--- src/rtl/accum32_stream.sv ---
`default_nettype none
// +------------------------------------------------------------------------+
// | accum32_stream : valid/ready 32-bit frame accumulator built on the      |
// |                  Adder32bit ripple-carry adder, with sticky C/V flags   |
// | Revision       : 1.0                                                    |
// +------------------------------------------------------------------------+

module Adder32bit (
    input  logic [31:0] a,
    input  logic [31:0] b,
    input  logic        cin,
    output logic [31:0] s,
    output logic        cout
);

    logic carry;

    // Carry held in a procedural variable so the chain is a plain ripple.
    always_comb begin
        s     = '0;
        carry = cin;
        for (int i = 0; i < 32; i++) begin
            s[i]  = a[i] ^ b[i] ^ carry;
            carry = (a[i] & b[i]) | (carry & (a[i] ^ b[i]));
        end
        cout = carry;
    end

endmodule

module accum32_stream #(
    parameter int CNT_W = 8
) (
    input  logic             clk,
    input  logic             rst_n,
    input  logic             flush,
    input  logic             in_valid,
    output logic             in_ready,
    input  logic [31:0]      in_data,
    input  logic             in_last,
    output logic             out_valid,
    input  logic             out_ready,
    output logic [31:0]      out_sum,
    output logic             out_carry,
    output logic             out_ovf,
    output logic [CNT_W-1:0] out_count
);

    localparam logic [1:0] ST_IDLE = 2'd0;
    localparam logic [1:0] ST_ACC  = 2'd1;
    localparam logic [1:0] ST_HOLD = 2'd2;

    logic [1:0]       state_q, state_d;
    logic [31:0]      sum_q, sum_d;
    logic             carry_q, carry_d;
    logic             ovf_q, ovf_d;
    logic [CNT_W-1:0] count_q, count_d;
    logic             live_q;

    logic [31:0]      add_s;
    logic             add_cout;
    logic             beat_ovf;
    logic             accept;
    logic             deliver;

    Adder32bit u_adder (
        .a    (sum_q),
        .b    (in_data),
        .cin  (1'b0),
        .s    (add_s),
        .cout (add_cout)
    );

    assign beat_ovf = (sum_q[31] == in_data[31]) && (add_s[31] != sum_q[31]);

    // live_q keeps in_ready low until the first edge after reset release.
    assign in_ready  = live_q && (state_q != ST_HOLD);
    assign out_valid = (state_q == ST_HOLD);
    assign accept    = in_valid && in_ready;
    assign deliver   = out_valid && out_ready;

    assign out_sum   = sum_q;
    assign out_carry = carry_q;
    assign out_ovf   = ovf_q;
    assign out_count = count_q;

    always_comb begin
        state_d = state_q;
        sum_d   = sum_q;
        carry_d = carry_q;
        ovf_d   = ovf_q;
        count_d = count_q;
        if (flush) begin
            state_d = ST_IDLE;
            sum_d   = '0;
            carry_d = 1'b0;
            ovf_d   = 1'b0;
            count_d = '0;
        end else begin
            case (state_q)
                ST_IDLE, ST_ACC: begin
                    if (accept) begin
                        sum_d   = add_s;
                        carry_d = carry_q | add_cout;
                        ovf_d   = ovf_q | beat_ovf;
                        count_d = (&count_q) ? count_q : count_q + CNT_W'(1);
                        state_d = in_last ? ST_HOLD : ST_ACC;
                    end
                end
                ST_HOLD: begin
                    if (deliver) begin
                        state_d = ST_IDLE;
                        sum_d   = '0;
                        carry_d = 1'b0;
                        ovf_d   = 1'b0;
                        count_d = '0;
                    end
                end
                default: begin
                    state_d = ST_IDLE;
                    sum_d   = '0;
                    carry_d = 1'b0;
                    ovf_d   = 1'b0;
                    count_d = '0;
                end
            endcase
        end
    end

    always_ff @(posedge clk or negedge rst_n) begin
        if (!rst_n) begin
            state_q <= ST_IDLE;
            sum_q   <= '0;
            carry_q <= 1'b0;
            ovf_q   <= 1'b0;
            count_q <= '0;
            live_q  <= 1'b0;
        end else begin
            state_q <= state_d;
            sum_q   <= sum_d;
            carry_q <= carry_d;
            ovf_q   <= ovf_d;
            count_q <= count_d;
            live_q  <= 1'b1;
        end
    end

endmodule

`default_nettype wire

--- config.mk ---
export PLATFORM = sky130hd
export DESIGN_NAME = accum32_stream
export DESIGN_NICKNAME = d
export VERILOG_FILES = /design/src/rtl/accum32_stream.sv
export SDC_FILE = /design/constraint.sdc
export NUM_CORES = 1
export LEC_CHECK = 0
export BUFFER_PORTS_ARGS = -buffer_cell sky130_fd_sc_hd__buf_2
export CAP_MARGIN = 25
export CORE_MARGIN = 8
export CORE_UTILIZATION = 35
export CTS_CLUSTER_DIAMETER = 200
export DETAILED_ROUTE_END_ITERATION = 10
export GPL_ROUTABILITY_DRIVEN = 0
export RECOVER_POWER = 100
export REMOVE_ABC_BUFFERS = 1
export SYNTH_ARGS = -nofsm -noshare
export SYNTH_HDL_FRONTEND = slang
export SYNTH_SLANG_ARGS = --single-unit
export TNS_END_PERCENT = 30
--- constraint.sdc ---
create_clock -name clk -period 15.65 [get_ports clk]
set_input_delay 3.13 -clock clk [delete_from_list [all_inputs] [get_ports clk]]
set_output_delay 3.13 -clock clk [all_outputs]
set_load 0.05 [all_outputs]
Word-level counts from Yosys, hierarchy flattened:

Cells that the tools add are included.

* bits in registers: 45
* output and inout bits: 44
* input bits: 38
* word-level logic and storage cells: 204

* equal/unequal tests: 8
* mux-type cells: 21
* $add $sub $neg: 1
* reductions and logical operators: 9
* bitwise operators: 159

Operator list (number)
* 32-bit 2-to-1 mux: 3
* 32-bit one-hot mux with 2 select lines: 1
* 1-bit bitwise AND: 63
* 1-bit XOR: 63
* 1-bit OR: 33
* 8-bit 2-to-1 mux: 4
* 8-bit one-hot mux with 2 select lines: 1
* 8-bit by 1-bit adder with 8-bit output, second input constant: 1
* 2-bit 2-to-1 mux: 4
* 8-bit AND reduction: 1
* 3-bit inequality test, second input constant: 2
* 1-bit 2-to-1 mux: 5
* 1-bit logical AND: 4
* 1-bit one-hot mux with 2 select lines: 2
* 2-bit one-hot mux with 2 select lines: 1
* 3-bit by 2-bit inequality test with 1-bit output, second input constant: 1
* 3-bit AND reduction: 1
* 2-bit by 1-bit == test with 1-bit output, second input constant: 1
* 2-bit == test, second input constant: 1
* 2-bit zero test: 1
* 2-bit inequality test, second input constant: 1
* 2-bit AND reduction: 1
* 2-bit OR reduction: 1
* 1-bit == test: 1
* 1-bit inequality test: 1

Logic depth before layout (Yosys ltp):

Gate-level depths: netlist (run 1).

* depth after elaboration: 68
* depth in mapped cells: 37
* depth with buffers taken out: 37

Hierarchy:

A second synthesis (run 1) with hierarchy kept.

* cells, all modules: 190
* area, all modules: 2541.2 um^2

By module, submodules not included
* accum32_stream: seq. area each 1126.1 um^2, area each 1863.0 um^2, times used 1, cells each 148
* Adder32bit: seq. area each 0.0 um^2, area each 678.2 um^2, times used 1, cells each 42

Worst setup path after synthesis (run 1):

Ideal clock, no wire load.

* path type: input to register
* start point: in in_data[0]
* end point: reg ovf_q, in the netlist out_ovf
* arrival time: 15.309 ns
* setup slack: 0.246 ns
* stages on the path: 37
* buffers on the path: 0
* setup time: 0.096 ns
* cell sequence: ha_1 inv_1 fa_1 fa_1 fa_1 fa_1 fa_1 fa_1 fa_1 fa_1 fa_1 fa_1 fa_1 fa_1 fa_1 fa_1 fa_1 fa_1 fa_1 fa_1 fa_1 fa_1 fa_1 fa_1 fa_1 fa_1 fa_1 fa_1 fa_1 fa_1 inv_1 fa_1 inv_1 fa_1 fa_1 xor2_1 o31ai_1

* word-level cells in the longest chain between the ends: 68

RTL lines
* start, declared: RTL line 39 `input logic [31:0] in_data,`
* 1-bit bitwise AND (2 in a row): RTL line 24 `carry = (a[i] & b[i]) | (carry & (a[i] ^ b[i]));`
* 1-bit OR: RTL line 24
* 1-bit bitwise AND: RTL line 24
* 1-bit OR: RTL line 24
* 1-bit bitwise AND: RTL line 24
* 1-bit OR: RTL line 24
* 1-bit bitwise AND: RTL line 24
* 1-bit OR: RTL line 24
* [51 not listed]
* 1-bit OR: RTL line 24
* 1-bit XOR: RTL line 23 `s[i] = a[i] ^ b[i] ^ carry;`
* 1-bit inequality test: RTL line 74 `assign beat_ovf = (sum_q[31] == in_data[31]) && (add_s[31] != sum_q[31]);`
* 1-bit logical AND: RTL line 74
* 1-bit OR: RTL line 105 `ovf_d = ovf_q | beat_ovf;`
* 1-bit 2-to-1 mux: RTL line 102 `if (accept) begin`
* 1-bit one-hot mux with 2 select lines: RTL line 100 `case (state_q)`
* 1-bit 2-to-1 mux: RTL line 93 `if (flush) begin`
* end signal, assigned: RTL line 142 `ovf_q <= ovf_d;`
* end, declared: RTL line 56 `logic ovf_q, ovf_d;`

Every way passes these cells. The select of a mux whose other input is x is not followed.
A chain may end at the register's enable or synchronous reset.

Worst setup path in the final report (run 1):

Ends and elaborated chain as after synthesis.

==> metrics.md, run 1 <==
| Metric | Value |
|---|---|
| Vias per inst | 4.68 |
| Final hold viol count | 0 |
| Share of cells above drive strength 1 | 0.162 |
| Fin. max-slew vios | 0 |
| Post-place instance area | 3150 um^2 |
| Setup Buffers After CTS | 0 |
| Post-route DRC | 0 |
| Clk Tree Root Cell | clkbuf_8 |
| Worst setup path start | in_data[0] |
| Nets | 399 |
| Slew HR | 0.0889 |
| Yosys reg bits | 45 |
| Clk Latency, worst-skew pair | 0.29 ns |
| Dpl cells | 418 |
| Vias in the first global route | 2175 |
| Largest net degree at the start of global routing | 46 |
| Syn avg cell area | 10.7 um^2 |
| Outcome | complete, no violations |
| Post-Synthesis Cells | 245 |
| HP Start | out_ovf |
| R2R depth | 37 |
| Maximum clock insertion buffer count | 2 |
| RSZ-0062 raised after global routing | no |
| Reg2reg start | out_sum[0] |
| Global-route wire length before repair | 10.1 mm |
| Routed via count | 2000 |
| I/O Buffers | 81 |
| Hold Path Cell Cnt | 2 |
| DP HPWL | 4.60 mm |
| Die height | 103 um |
| Initial antenna violation count | 0 |
| Cts hold-fix bufs | 0 |
| Crit path arrival time | 15.43 ns |
| WS Path Type | input pin to flip-flop |
| Antenna Violating Nets Remaining | 0 |
| CP Capture Type | flip-flop |
| Worst IR Drop VDD | 0.0325 mV |
| Starting Density | 0.362 |
| CTS buffer count | 5 |
| Die Area | 10500 um^2 |
| Crit-path most repeated cell | fa_1 |
| Hold Crit Class | flip-flop to flip-flop |
| Yosys top cell area share | 0.429 |
| Critical Path Fanout Max | 2 |
| Final Setup Violations | 0 |
| Mapped Area | 2630 um^2 |
| Finished Layout Cells | 427 |
| YS warnings | 0 |
| Synth unique cells | 32 |
| Element type at the critical path start | input pin |
| Least-Margin Pin Slew | 1.37 ns |
| Period utilization | 0.974 |
| Number of antenna diodes | 0 |
| Total Routing Usage GR | 0.122 |
| IO Pins | 82 |
| Non-Filler Cell Area, Final | 3170 um^2 |
| Tmin final | 15.24 ns |
| Worst EP required | 15.84 ns |
| 1st-iter DRT viols | 46 |
| Area grow syn2layout | 20.6% |
| CTS Sinks | 45 |
| Global route total overflow | 0 |
| PD cells | 89.9 nW/um^2 |
| Most common cell after layout, fill and taps aside | inv_1 |
| Clock transition at the registers of the reported paths | 0.08 ns |
| Fmax | 65.6 MHz |
| LEAKAGE | 1.43 nW |
| Fill cell count | 724 |
| Area of the core | 7250 um^2 |
| CP max-delay cell | fa_1 |
| Setup TNS | 0 ns |
| Router iterations before antenna repair | 4 |
| Drt total wl | 6.03 mm |
| Sequential share of the synthesized area | 0.429 |
| Most frequent cells in the layout | 65 x inv_1, 52 x clkbuf_1, 45 x dfrtp_1 |
| MaxCap Viol Count | 0 |
| Ranking of synthesized cells by area | dfrtp_1 43%, fa_1 24%, inv_1 9.3% |
| FP Rows | 31 |
| DR WL/cell | 14.1 um |
| Cell taking the most area after synthesis | dfrtp_1 |
| Hold_ws | 0.501 ns |
| Clk_skew | 0.00665 ns |
| Power Total | 0.285 mW |
| CTS tree | built |
| CP max stage delay | 0.53 ns |
| Htree depth | 2 |
| Die Wd | 103 um |
## power by group
group	switching, mW	total [mW]	internal, mW
combinational	0.0607	0.0856	0.0249
sequential	0.00578	0.130	0.124
clock	0.0376	0.0694	0.0318
## state kept, by name (all words and copies together), names as in the netlist
signal / flops
out_sum: 32
out_count: 8
state_q: 2
live_q: 1
out_carry: 1
out_ovf: 1
## logic make-up after synthesis
family / count (synthesis) / share of synthesized area
adder cells (fa/ha/maj): 34 / 0.250
flip-flops: 45 / 0.429
AND/OR/NAND/NOR: 33 / 0.0667
XOR/XNOR: 1 / 0.00333
buffers and inverters: 74 / 0.110
AO/OA/AOI/OAI: 57 / 0.139
other: 1 / 0.00143
## stage by stage
stage	util	setup slack (ns)
after floorplan	-	0.232
after global placement	0.430	-0.311
after detailed placement	0.434	-0.476
after CTS	0.446	0.0464
after global routing	0.437	0.0524
final	0.437	0.412
## path summary, 6_finish.rpt
kind | endpoint | slack (ns)
setup / recovery | out_ovf | 0.41
hold / removal | out_ovf | 0.50
max in group asynchronous | out_sum[16] | 10.79
setup reg to reg | out_ovf | 2.94
hold reg to reg | out_ovf | 0.50
min in group asynchronous | state_q[1] | 3.04
## area by class of cell
cell class,instances,area [um^2],share of cell area
Multi-Input combinational cell,126,1230,0.390
Inverter,65,244,0.0770
Timing Repair Buffer,84,359,0.113
Clock buffer,8,80.1,0.0253
Sequential cell,45,1130,0.355
Tap cell,99,124,0.0391
## timing repair
| action | 4_1_cts | 5_1_grt |
|---|---|---|
| gates resized for setup | 4 | 8 |
| setup endpoints to repair | 3 | 3 |
| gates cloned | 0 | 0 |
| pin swaps | 0 | 1 |
## cell usage after synthesis (all sizes together)
master / count
nor3: 4
nand2: 9
nor2b: 1
nand3b: 1
inv: 65
nand4: 1
o31ai: 2
a21o: 2
a31oi: 6
a21oi: 4
conb: 1
xor2: 1
o31a: 1
and3b: 1
o21ai: 7
clkbuf: 4
o22ai: 30
a22o: 2
or2: 3
ha: 3
o22a: 2
nand3: 5
fa: 31
nor4b: 1
nor2: 5
o21a: 1
dfrtp: 45
buf: 5
and3: 2
## critical path: cells and delay by family
family                   cells  cell delay (ns)
XOR/XNOR                     1             0.16
buffers and inverters        4             0.26
AO/OA/AOI/OAI                1             0.18
adder cells (fa/ha/maj)     32            11.70
## metal layers
| metal | global-route usage | vias to the layer above | part of all wire |
|---|---|---|---|
| met5 | 0 | - | 0 |
| met1 | 0.155 | 982 | 0.44 |
| met3 | 0.0270 | 7 | 0.064 |
| met2 | 0.198 | 55 | 0.48 |
| met4 | 0.0485 | 0 | 0.014 |
| li1 | - | 956 | - |
No activity file was read; power rests on OpenSTA's default activity.
==> inputs of run 2 (changes only) <==
- ABC_AREA: default -> 1
- CAP_MARGIN: 25 -> 15
==> run 2 against run 1 <==
Effect of this change:
- critical path type unchanged
- clock-buffer cell count fell by 1
- flip-flop and latch count unchanged
- largest cell class unchanged
- sequential power about the same
- routed wire length is 1.0% higher
- highest routed layer unchanged
- the run now ends with max-capacitance violations, max-slew violations left
- critical endpoint unchanged
==> metrics.md, run 2 <==
| Metric | Value |
|---|---|
| Simple-Gate Fraction of Synth Area | 0.102 (+0.0352) |
| Post-place instance area | 3180 um^2 (+0.95%) |
| Crit path arrival time | 15.40 ns (-0.03 ns) |
| MaxCap Viol Count | 1 (+1) |
| Final Setup Violations | 0 (unchanged) |
| CTS Sinks | 45 (unchanged) |
| Fin. max-slew vios | 29 (+29) |
| Most common flop cell mapped by yosys | dfrtp_1 |
| Syn avg cell area | 10.0 um^2 (-6.3%) |
| Int Power | 0.200 mW (+11%) |
| Nets | 423 (+6.0%) |
| Post-synth EDFFs | 0 (unchanged) |
| Cts hold-fix bufs | 0 (unchanged) |
| Post-Synth Adder-Cell Area | 0.244 (-0.00696) |
| Period utilization | 0.971 (-0.00248) |
| CP max-delay cell | fa_1 |
| FP Rows | 32 (+3.2%) |
| Most frequent cells in the layout | 74 x inv_1, 48 x clkbuf_1, 45 x dfrtp_1 |
| Initial antenna violation count | 0 (unchanged) |
| Synth unique cells | 25 (-22%) |
| Clock network power share | 0.300 (+0.056) |
| Fill cell count | 814 (+12%) |
| Count leader, synth | inv_1 |
| Mapped Area | 2700 um^2 (+2.9%) |
| Setup slack after layout | 0.451 ns (+0.0388 ns) |
| Tmin final | 15.20 ns (-0.0388 ns) |
| Vias in the first global route | 2285 (+5.1%) |
| Non-Filler Cell Area, Final | 3250 um^2 (+2.4%) |
| Area of the core | 7610 um^2 (+4.9%) |
| Finished Layout Cells | 454 (+6.3%) |
| CTS buffer count | 5 (unchanged) |
| Area grow syn2layout | 20.1% |
| Setup Buffers After CTS | 0 (unchanged) |
| Element type at the critical path start | input pin |
| Vias per inst | 4.46 (-4.8%) |
| Ranking of synthesized cells by area | dfrtp_1 42%, fa_1 23%, inv_1 10% |
| Number of antenna diodes | 0 (unchanged) |
| Setup TNS | 0 ns (unchanged) |
| Async set or reset register ratio after synthesis | 1.00 (unchanged) |
| Starting Density | 0.355 (-0.00699) |
| Max FFs per register | 32 (unchanged) |
| Clk Tree Root Cell | clkbuf_8 |
| Die height | 104 um (+1.2%) |
| IO Pins | 82 (unchanged) |
| Worst EP required | 15.85 ns (about the same) |
| Htree depth | 2 (unchanged) |
| Slew HR | -0.0273 (-0.116) |
| Most common cell after layout, fill and taps aside | inv_1 |
| Drt total wl | 6.09 mm (+1.0%) |
| Fin util | 0.427 (-0.0101) |
| 1st-iter DRT viols | 38 (-17%) |
| Post-Synthesis Cells | 269 (+9.8%) |
| CP Capture Type | flip-flop |
| Multi-input logic area | 1240 um^2 (+0.30%) |
| Clock transition at the registers of the reported paths | 0.09 ns (about the same) |
| Synth Area in Compound Gates | 0.106 (-0.0335) |
| Synth Area in XOR/XNOR | 0.00324 (-0.0000926) |
| Yosys reg bits | 45 (unchanged) |
| Clk Latency, worst-skew pair | 0.30 ns (about the same) |
| Pre-CTS WS | -0.315 ns (+0.160 ns) |
| CP max stage delay | 0.52 ns (about the same) |
| PD cells | 94.8 nW/um^2 (+5.5%) |
| Critical Path Fanout Max | 2 (unchanged) |
| Largest family of logic cells by synthesized area | adder cells |
| Total Routing Usage GR | 0.120 (-0.00175) |
| LEAKAGE | 1.49 nW (+4.2%) |
| Global-route wire length before repair | 10.8 mm (+6.2%) |
| Die Area | 10800 um^2 (+2.4%) |
| WS Path Type | input pin to flip-flop |
| Power Total | 0.308 mW (+8.1%) |
| Clk_skew | 0.0115 ns (+0.00486 ns) |
| Hold Crit Class | flip-flop to flip-flop |
| Sequential cell area | 1130 um^2 (unchanged) |
| Final hold viol count | 0 (unchanged) |
| Yosys top cell area share | 0.417 (-0.0119) |
| Post-route DRC | 0 (unchanged) |
| Router iterations before antenna repair | 4 (unchanged) |
| DR WL/cell | 13.4 um (-5.0%) |
| Least-Margin Pin Slew | 1.54 ns (+0.174 ns) |
| Routed via count | 2025 (+1.3%) |
| Sw power | 0.108 mW (+3.7%) |
| Failing checks | max-capacitance violations, max-slew violations |
| Dpl cells | 445 (+6.5%) |
| CTS tree | built |
| Synth top cells by count | 73 x inv_1, 45 x dfrtp_1, 31 x fa_1, 31 x o22ai_1, 30 x nand2_1 |
| Global route total overflow | 0 (unchanged) |
| Gate power share | 0.278 (-0.022) |
| Outcome | finished with violations |
| YS warnings | 0 (unchanged) |
| Post-synthesis mux area share | 0 (unchanged) |
| Share of cells above drive strength 1 | 0.173 (+0.0117) |
| Worst IR Drop VDD | 0.0335 mV (+3.2%) |
| Maximum clock insertion buffer count | 2 (unchanged) |
| Cell taking the most area after synthesis | dfrtp_1 |
| Sequential share of the synthesized area | 0.417 (-0.0119) |
| Antenna Violating Nets Remaining | 0 (unchanged) |
| Die Wd | 104 um (+1.2%) |
| RSZ-0062 raised after global routing | no |
| Register share of total power | 0.421 (-0.035) |
| Largest net degree at the start of global routing | 46 (unchanged) |
| Fmax | 65.8 MHz (+0.26%) |
| I/O Buffers | 81 (unchanged) |
| Switch share | 0.350 (-0.0149) |
| Hold_ws | 0.503 ns (+0.00115 ns) |
| Crit-path most repeated cell | fa_1 |
| DP HPWL | 4.51 mm (-1.9%) |
run 2: cell count changes in the layout (fill, tap and decap cells not counted), sizes merged, moves of 5 or more:
cell	delta
a31oi	-6
inv	+11
nand2	+27
nand3	+5
nor2	+7
run 2: repair_timing:
item,4_1_cts,5_1_grt
setup endpoints to repair,1,3
resized for setup,1,10
pin swaps,0,0
run 2: final cells by class:
| cell class | instances | area share |
|---|---|---|
| well taps | 102 | 0.0393 |
| repair buffers | 82 | 0.108 |
| inverters | 76 | 0.0879 |
| clock inverters | 1 | 0.00925 |
| multi-input cells | 141 | 0.382 |
| clock buffers | 7 | 0.0266 |
| flip-flops and latches | 45 | 0.347 |
run 2: power by group through the flow:
stage	logic [mW]	clock network, mW	registers, mW
after floorplan	0.0362	0	0.159
after global placement	0.0878	0	0.132
after detailed placement	0.0888	0	0.132
after CTS	0.0893	0.0958	0.130
after global routing	0.0964	0.101	0.131
final	0.0857	0.0925	0.130
run 2: worst max-delay path: cells and delay by family:
kind          cells  cell delay, ns
fa+ha+maj        32           11.65
simple gates      3            0.16
xor+xnor          1            0.19
buf+inv           4            0.26
run 2: cell families (layout without fill, tap and decap cells):
kind of cell | count (synthesis) | count (layout)
buffers and inverters | 83 | 166
AND/OR/NAND/NOR | 59 | 59
AO/OA/AOI/OAI | 46 | 46
flip-flops | 45 | 45
adder cells (fa/ha/maj) | 34 | 34
other | 1 | 1
XOR/XNOR | 1 | 1
run 2: worst paths after layout:
kind | from | end | slack, ns | depth (start not counted)
setup / recovery | in_data[0] | out_ovf | 0.45 | 40
hold / removal | out_ovf | out_ovf | 0.50 | 2
setup reg to reg | out_sum[0] | out_ovf | 2.94 | 39
hold reg to reg | out_ovf | out_ovf | 0.50 | 2
max in group asynchronous | rst_n | out_sum[10] | 10.76 | 2
min in group asynchronous | rst_n | out_count[5] | 2.95 | 1
run 2: layer usage:
layer / wire length [um] / GRT usage / vias up
li1: - / - / 983
met1: 2770 / 0.145 / 985
met2: 2770 / 0.192 / 51
met3: 467 / 0.0458 / 6
met4: 92 / 0.0434 / 0
met5: 0 / 0 / -
